$ cat config.mk
export PLATFORM = sky130hd
export DESIGN_NAME = vend_txn_controller
export DESIGN_NICKNAME = d
export VERILOG_FILES = /design/src/rtl/vend_pkg.sv /design/src/rtl/vend_stock_bank.sv /design/src/rtl/vend_txn_controller.sv
export SDC_FILE = /design/constraint.sdc
export NUM_CORES = 1
export LEC_CHECK = 0
export ABC_CLOCK_PERIOD_IN_PS = 3200
export CORE_AREA = 2 2 158 83
export CTS_CLUSTER_DIAMETER = 100
export DETAILED_ROUTE_END_ITERATION = 12
export DIE_AREA = 0 0 160 85
export PLACE_DENSITY_LB_ADDON = 0.12
export SLEW_MARGIN = 0
export SYNTH_ARGS = -nofsm -noshare
export SYNTH_HDL_FRONTEND = slang
export SYNTH_SLANG_ARGS = --single-unit
$ cat constraint.sdc
create_clock -name clk -period 3.2 [get_ports clk]
set_input_delay 0.32 -clock clk [delete_from_list [all_inputs] [get_ports clk]]
set_output_delay 0.32 -clock clk [all_outputs]
set_load 0.005 [all_outputs]
$ cat src/rtl/vend_pkg.sv
// Shared types, error codes and price table for the vending transaction controller.
package vend_pkg;
    localparam int TYPE_W    = 3;
    localparam int NUM_TYPES = 8;
    localparam int COST_W    = 11;

    typedef enum logic [2:0] {
        ST_IDLE     = 3'd0,
        ST_CHECK    = 3'd1,
        ST_DISPENSE = 3'd2,
        ST_RESTOCK  = 3'd3,
        ST_FINISH   = 3'd4
    } state_t;

    localparam logic [2:0] ERR_OK         = 3'd0;
    localparam logic [2:0] ERR_BAD_QTY    = 3'd1;
    localparam logic [2:0] ERR_NO_STOCK   = 3'd2;
    localparam logic [2:0] ERR_NO_FUNDS   = 3'd3;
    localparam logic [2:0] ERR_MONEY_OVF  = 3'd4;
    localparam logic [2:0] ERR_STOCK_FULL = 3'd5;
    localparam logic [2:0] ERR_TIMEOUT    = 3'd6;

    function automatic logic [COST_W-1:0] price_of(input logic [TYPE_W-1:0] t);
        logic [COST_W-1:0] p;
        case (t)
            3'd0:    p = 11'd5;
            3'd1:    p = 11'd8;
            3'd2:    p = 11'd10;
            3'd3:    p = 11'd12;
            3'd4:    p = 11'd15;
            3'd5:    p = 11'd20;
            3'd6:    p = 11'd25;
            3'd7:    p = 11'd30;
            default: p = 11'd0;
        endcase
        return p;
    endfunction

    function automatic logic [COST_W-1:0] calc_cost(input logic [TYPE_W-1:0] t,
                                                    input logic [COST_W-1:0] qty);
        return price_of(t) * qty;
    endfunction
endpackage

$ cat src/rtl/vend_stock_bank.sv
// Eight per-type stock counters with a read port, a decrement port and an overflow-checked add port.
module vend_stock_bank
    import vend_pkg::*;
#(
    parameter int STOCK_W = 4
) (
    input  logic               clk,
    input  logic               rst_n,
    input  logic [TYPE_W-1:0]  rd_type,
    output logic [STOCK_W-1:0] rd_data,
    input  logic               dec_en,
    input  logic [TYPE_W-1:0]  dec_type,
    input  logic               add_en,
    input  logic [TYPE_W-1:0]  add_type,
    input  logic [STOCK_W-1:0] add_qty,
    output logic               add_ovf
);
    logic [STOCK_W-1:0] stock_r [NUM_TYPES];
    logic [STOCK_W:0]   add_sum_s;

    // Read port plus one-bit-wider sum so a full counter is never wrapped
    always_comb begin
        rd_data   = stock_r[rd_type];
        add_sum_s = {1'b0, stock_r[add_type]} + {1'b0, add_qty};
        add_ovf   = add_sum_s[STOCK_W];
    end

    // Counter update; an overflowing add leaves the counter untouched
    always_ff @(posedge clk or negedge rst_n) begin
        if (!rst_n) begin
            for (int i = 0; i < NUM_TYPES; i++) stock_r[i] <= '0;
        end else begin
            for (int i = 0; i < NUM_TYPES; i++) begin
                if (dec_en && dec_type == TYPE_W'(i))
                    stock_r[i] <= stock_r[i] - STOCK_W'(1);
                else if (add_en && !add_ovf && add_type == TYPE_W'(i))
                    stock_r[i] <= add_sum_s[STOCK_W-1:0];
            end
        end
    end
endmodule

$ cat src/rtl/vend_txn_controller.sv
// Vending transaction sequencer: arbitrates purchase/restock ports, checks, dispenses, returns change.
// Optional dispenser stall timeout is built when VEND_DISP_TIMEOUT_EN is defined.
module vend_txn_controller
    import vend_pkg::*;
#(
    parameter int STOCK_W     = 4,
    parameter int MONEY_W     = 7,
    parameter int TIMEOUT_CYC = 255
) (
    input  logic               clk,
    input  logic               rst_n,
    input  logic               cust_req,
    input  logic [2:0]         cust_type,
    input  logic [STOCK_W-1:0] cust_qty,
    input  logic [MONEY_W-1:0] cust_money,
    output logic               cust_ack,
    input  logic               op_req,
    input  logic [2:0]         op_type,
    input  logic [STOCK_W-1:0] op_qty,
    output logic               op_ack,
    output logic               disp_valid,
    output logic [2:0]         disp_type,
    input  logic               disp_ready,
    output logic [MONEY_W-1:0] change,
    output logic               change_valid,
    output logic               done,
    output logic [2:0]         err_code,
    output logic [MONEY_W-1:0] machine_money,
    output logic               busy
);
    localparam logic [COST_W-1:0] MONEY_MAX = COST_W'((1 << MONEY_W) - 1);

    state_t             state_r, state_s;
    logic               is_cust_r, is_cust_s, prio_op_r, prio_op_s;
    logic [TYPE_W-1:0]  type_r, type_s;
    logic [STOCK_W-1:0] qty_r, qty_s, stock_rd_s;
    logic [MONEY_W-1:0] money_r, money_s, mm_r, mm_s, chg_r, chg_s, change_r, change_s;
    logic [COST_W-1:0]  cost_r, cost_s;
    logic [2:0]         err_r, err_s, err_code_r, err_code_s;
    logic               cust_ack_r, cust_ack_s, op_ack_r, op_ack_s, disp_valid_r, disp_valid_s;
    logic               change_valid_r, change_valid_s, done_r, done_s, busy_r, busy_s;
    logic               dec_en_s, add_en_s, add_ovf_s;
`ifdef VEND_DISP_TIMEOUT_EN
    localparam int STALL_W = $clog2(TIMEOUT_CYC + 1);
    logic [STALL_W-1:0] stall_r, stall_s;
    logic [STOCK_W-1:0] sold_r, sold_s;
    logic [COST_W-1:0]  charge_s;
`endif

    vend_stock_bank #(.STOCK_W(STOCK_W)) u_bank (
        .clk(clk), .rst_n(rst_n),
        .rd_type(type_r), .rd_data(stock_rd_s),
        .dec_en(dec_en_s), .dec_type(type_r),
        .add_en(add_en_s), .add_type(type_r), .add_qty(qty_r), .add_ovf(add_ovf_s)
    );

    // Next-state and next-output logic
    always_comb begin
        state_s = state_r;   is_cust_s = is_cust_r; prio_op_s = prio_op_r; type_s = type_r;
        qty_s = qty_r;       money_s = money_r;     mm_s = mm_r;           chg_s = chg_r;
        cost_s = cost_r;     err_s = err_r;         err_code_s = err_code_r;
        change_s = change_r; cust_ack_s = 1'b0;     op_ack_s = 1'b0;       done_s = 1'b0;
        change_valid_s = 1'b0; dec_en_s = 1'b0;     add_en_s = 1'b0;
`ifdef VEND_DISP_TIMEOUT_EN
        stall_s = stall_r;   sold_s = sold_r;       charge_s = '0;
`endif
        case (state_r)
            ST_IDLE: begin
                if (cust_req && (!op_req || !prio_op_r)) begin
                    cust_ack_s = 1'b1; is_cust_s = 1'b1; prio_op_s = 1'b1;
                    type_s = cust_type; qty_s = cust_qty; money_s = cust_money;
                    cost_s = calc_cost(cust_type, COST_W'(cust_qty));
                    state_s = ST_CHECK;
                end else if (op_req) begin
                    op_ack_s = 1'b1; is_cust_s = 1'b0; prio_op_s = 1'b0;
                    type_s = op_type; qty_s = op_qty; money_s = '0; cost_s = '0;
                    state_s = ST_RESTOCK;
                end else begin
                    state_s = ST_IDLE;
                end
            end
            ST_CHECK: begin
                chg_s   = money_r;
                state_s = ST_FINISH;
`ifdef VEND_DISP_TIMEOUT_EN
                stall_s = '0; sold_s = '0;
`endif
                if (qty_r == STOCK_W'(0))                      err_s = ERR_BAD_QTY;
                else if (stock_rd_s < qty_r)                   err_s = ERR_NO_STOCK;
                else if (COST_W'(money_r) < cost_r)            err_s = ERR_NO_FUNDS;
                else if (COST_W'(mm_r) + cost_r > MONEY_MAX)   err_s = ERR_MONEY_OVF;
                else begin
                    err_s = ERR_OK; state_s = ST_DISPENSE;
                end
            end
            ST_DISPENSE: begin
                if (disp_ready) begin
                    dec_en_s = 1'b1;
                    qty_s    = qty_r - STOCK_W'(1);
`ifdef VEND_DISP_TIMEOUT_EN
                    stall_s = '0; sold_s = sold_r + STOCK_W'(1);
`endif
                    if (qty_r == STOCK_W'(1)) begin
                        mm_s    = mm_r + MONEY_W'(cost_r);
                        chg_s   = money_r - MONEY_W'(cost_r);
                        state_s = ST_FINISH;
                    end else begin
                        state_s = ST_DISPENSE;
                    end
                end else begin
`ifdef VEND_DISP_TIMEOUT_EN
                    // Stalled dispenser: bill only what was actually handed over
                    if (stall_r == STALL_W'(TIMEOUT_CYC - 1)) begin
                        charge_s = calc_cost(type_r, COST_W'(sold_r));
                        mm_s     = mm_r + MONEY_W'(charge_s);
                        chg_s    = money_r - MONEY_W'(charge_s);
                        err_s    = ERR_TIMEOUT;
                        state_s  = ST_FINISH;
                    end else begin
                        stall_s = stall_r + STALL_W'(1);
                    end
`else
                    state_s = ST_DISPENSE;
`endif
                end
            end
            ST_RESTOCK: begin
                add_en_s = 1'b1;
                err_s    = add_ovf_s ? ERR_STOCK_FULL : ERR_OK;
                chg_s    = '0;
                state_s  = ST_FINISH;
            end
            ST_FINISH: begin
                done_s         = 1'b1;
                err_code_s     = err_r;
                change_valid_s = is_cust_r;
                change_s       = is_cust_r ? chg_r : '0;
                state_s        = ST_IDLE;
            end
            default: state_s = ST_IDLE;
        endcase
        disp_valid_s = (state_s == ST_DISPENSE);
        busy_s       = (state_s != ST_IDLE);
    end

    // State, transaction context and output registers
    always_ff @(posedge clk or negedge rst_n) begin
        if (!rst_n) begin
            state_r <= ST_IDLE;  is_cust_r <= 1'b0; prio_op_r <= 1'b0; type_r <= '0;
            qty_r <= '0;         money_r <= '0;     mm_r <= '0;        chg_r <= '0;
            cost_r <= '0;        err_r <= ERR_OK;   err_code_r <= ERR_OK; change_r <= '0;
            cust_ack_r <= 1'b0;  op_ack_r <= 1'b0;  disp_valid_r <= 1'b0;
            change_valid_r <= 1'b0; done_r <= 1'b0; busy_r <= 1'b0;
`ifdef VEND_DISP_TIMEOUT_EN
            stall_r <= '0;       sold_r <= '0;
`endif
        end else begin
            state_r <= state_s;  is_cust_r <= is_cust_s; prio_op_r <= prio_op_s; type_r <= type_s;
            qty_r <= qty_s;      money_r <= money_s;     mm_r <= mm_s;           chg_r <= chg_s;
            cost_r <= cost_s;    err_r <= err_s;         err_code_r <= err_code_s; change_r <= change_s;
            cust_ack_r <= cust_ack_s; op_ack_r <= op_ack_s; disp_valid_r <= disp_valid_s;
            change_valid_r <= change_valid_s; done_r <= done_s; busy_r <= busy_s;
`ifdef VEND_DISP_TIMEOUT_EN
            stall_r <= stall_s;  sold_r <= sold_s;
`endif
        end
    end

    assign cust_ack      = cust_ack_r;
    assign op_ack        = op_ack_r;
    assign disp_valid    = disp_valid_r;
    assign disp_type     = type_r;
    assign change        = change_r;
    assign change_valid  = change_valid_r;
    assign done          = done_r;
    assign err_code      = err_code_r;
    assign machine_money = mm_r;
    assign busy          = busy_r;
endmodule

==> impl_metrics.py <==
metrics = {
    "detailed_routing": {
        "drc_errors": 0,
        "via_per_inst": 5.921,
        "wirelength_mm": 17.52,
        "ant_nets": 0,
        "dr.pass1.iters": 5,
        "vias": 5601,
        "avgRoutedWirePerCell_um": 18.52,
        "drtIter0Drc": 450,
    },
    "place": {
        "dpl.hpwl_mm": 13.08,
        "portBuffers": 51,
        "gp_congestion": 0.8924,
        "dp.cells": 918,
    },
    "setup_path": {
        "path_cells": "mux4_2 -> nand2_1 -> and2_4 -> inv_2 -> ha_2 -> inv_2 -> fa_2 -> o21ba_4 -> o2111ai_4 -> a2111oi_4 -> o211a_1 -> a21oi_1",
        "slowest_stage": "a2111oi_4",
        "worstPathMaxFanout": 8,
        "cp.arrival_ps": 3350,
        "reg2reg_depth": 12,
        "critPathRequiredTime_ps": 3430,
        "r2r-end": "u_bank.stock_r[28]",
        "end_kind": "flip-flop",
        "crit_path_frequent_cell": "inv_2",
        "startpoint_type": "flip-flop",
        "worstSetupPathType": "flip-flop to flip-flop",
        "timing.rr.start": "disp_type[1]",
        "rrSetupSlack_ps": 80,
        "max_stage_delay_ps": 660,
    },
    "timing": {
        "hold_violations": 0,
        "period_minus_slack_ps": 3120,
        "final_max_slew_viol_count": 0,
        "finalCritPeriodShare": 0.9749,
        "tightestPinTransition_ps": 776.2,
        "fmax_ghz": 0.3206,
        "setup_tns_ps": 0,
        "fin_skew_ps": 10.45,
        "relSlewSlack": 0.4825,
        "setup_viol": 0,
    },
    "clocking": {
        "cts_tree": "done",
        "path_clk_slew_ps": 70,
        "cts_hold_buf": 0,
        "cts_htree_levels": 3,
        "clock-sinks": 93,
        "cts-buffers-inserted": 9,
        "insertion_delay_ps": 350,
        "cts_root_buf": "clkbuf_16",
        "cts_buffer_depth": 2,
    },
    "synth": {
        "syn_area_mm2": 0.006331,
        "syn_inst": 680,
        "avgSynthCellArea_um2": 9.310,
        "ys_types": 71,
        "synth_flop_cell": "dfrtp_1",
        "syn_nets": 766,
        "synth_top_cell_by_area": "dfrtp_1",
        "async_reset_ff_frac": 1.000,
        "yosysSeqAreaShare": 0.3676,
        "synth_area_leaders": "dfrtp_1, ha_1, nand2_1, o21ai_0, a21oi_1",
        "yosys_warnings": 0,
        "synth_seq_cells": 93,
        "synth_edf_count": 0,
        "yosysTopAreaCellShare": 0.3676,
    },
    "floorplan": {
        "fp.dieH_um": 85,
        "die_w_um": 160,
        "core.rowCount": 29,
        "die_area_mm2": 0.01360,
        "num_io_pins": 52,
        "start_util": 0.5162,
        "core_mm2": 0.01226,
    },
    "layout": {
        "nets": 857,
        "final_common_cell": "dfrtp_1",
        "layout.cells.non_filler": 946,
        "n_fill_cell": 1039,
        "drive_above_1_share": 0.1817,
        "mostFrequentLayoutCells": "dfrtp_1, nand2_1, o21ai_0, buf_4, inv_1",
        "multiInputGateArea_mm2": 0.003829,
        "ff_latch_area_mm2": 0.002330,
        "area_delta_synth_final_pct": 23.44,
        "antenna_cells": 0,
    },
    "power_and_ir_drop": {
        "peakVddDrop_mv": 0.7282,
        "p_sw_w": 0.003877,
        "power_leakage_nw": 3.495,
        "power_density_mw_per_mm2": 1072,
        "power_w": 0.008379,
        "internal-power_w": 0.004502,
        "clock_power_share": 0.128,
        "swShare": 0.4627,
        "power_frac_seq": 0.269,
        "p_comb_frac": 0.603,
    },
    "grt": {
        "grt_pass1_wl_mm": 27.95,
        "antenna_found_initial": 0,
        "grt_max_degree": 60,
        "grt_pass1_vias": 5240,
        "gr-total-overflow": 0,
        "grt_usage": 0.2639,
    },
    "outcome": {
        "outcome": "completed",
    },
    "min_path": {
        "hp-class": "primary input to asynchronous set/reset pin",
    },
    "job": {
        "max_cap_viol_count": 0,
    },
}
[flip-flops by register name, summed over array words and instances, names as in the netlist]
signal	flops
u_bank.stock_r	32
cost_r	10
change	7
chg_r	7
machine_money	7
money_r	7
qty_r	4
disp_type	3
err_code	3
err_r	3
state_r	3
busy	1
change_valid	1
cust_ack	1
disp_valid	1
done	1
op_ack	1
prio_op_r	1
[worst max path at each step]
stage | from | end | cells after the start | slack, ps
floorplan | cust_type[2] | cost_r[7] | 12 | -20
global placement | cust_type[1] | cost_r[8] | 14 | -630
detailed placement | cust_type[1] | cost_r[8] | 14 | -720
CTS | disp_type[1] | u_bank.stock_r[12] | 12 | 2
global route | disp_type[1] | u_bank.stock_r[12] | 12 | -30
finish | disp_type[1] | u_bank.stock_r[28] | 12 | 80
[metrics by stage]
step | setup WS (ps) | utilization | hold WS (ps) | cell area (um^2)
global route | -34.51 | 0.6372 | 102.8 | 7815
detailed placement | -721.1 | 0.5927 | 444.5 | 7269
global placement | -625.1 | 0.5927 | 414.7 | 7269
floorplan | -19.80 | - | 24.41 | 6341
finish | 80.45 | 0.6372 | 30.01 | 7815
CTS | 1.686 | 0.6238 | 67.25 | 7650
[Yosys cell counts, types with 4 or more instances]
master,count
a211o_1,6
a211oi_1,7
a21o_1,6
a21oi_1,46
a22o_1,7
a31oi_1,14
and2_1,11
buf_1,4
buf_2,5
clkbuf_1,13
dfrtp_1,93
fa_1,9
ha_1,51
inv_1,56
mux2_2,11
mux2i_1,9
mux4_2,8
nand2_1,81
nand2b_1,8
nand3_1,10
nor2_1,38
nor2b_1,6
nor3_1,16
nor3b_1,6
o211ai_1,6
o21a_1,6
o21ai_0,58
o22a_1,8
o22ai_1,6
or3_1,8
xnor2_1,4
xor2_1,7
[cells by family (layout without fill, tap and decap cells)]
kind of cell / after synthesis / count (layout) / share of synthesized area
AND/OR/NAND/NOR: 198 / 198 / 0.1524
AO/OA/AOI/OAI: 207 / 207 / 0.2196
multiplexers: 28 / 28 / 0.06225
XOR/XNOR: 11 / 11 / 0.01522
flip-flops: 93 / 93 / 0.3676
adder cells (fa/ha/maj): 60 / 60 / 0.1292
buffers and inverters: 83 / 179 / 0.05375
[area by class of cell]
type,count,share of cell area
clock inverters,7,0.008485
well taps,170,0.02722
inverters,57,0.02738
flip-flops and latches,93,0.2981
repair buffers,106,0.1201
multi-input cells,504,0.4899
clock buffers,9,0.02882
[worst max-delay path: cells and delay by family (launching register included)]
family          cells  cell delay (ps)
fa+ha+maj           2              390
compound gates      5             1330
mux                 1              520
buf+inv             2               90
flops               1              460
simple gates        2              210
[timing repair]
action | CTS | global route
buffers inserted | 4 | 8
setup endpoints to repair | 8 | 26
pin swaps | 9 | 25
gates resized for setup | 18 | 29
[power groups by stage]
stage          Sequential, W  Combinational (W)  Clock [W]
2_1_floorplan        0.00200            0.00320          0
3_3_place_gp         0.00221            0.00451          0
3_5_place_dp         0.00224            0.00466          0
4_1_cts              0.00221            0.00476    0.00109
5_1_grt              0.00231            0.00554    0.00113
6_report             0.00225            0.00505    0.00107
[metal layers]
metal,GRT usage,share of wire,wire (um)
met4,0.05487,0.011,194
met1,0.4193,0.49,8588
met5,0,0,0
met3,0.08358,0.11,1865
met2,0.3451,0.39,6869
Power figures use the tool's default switching activity.
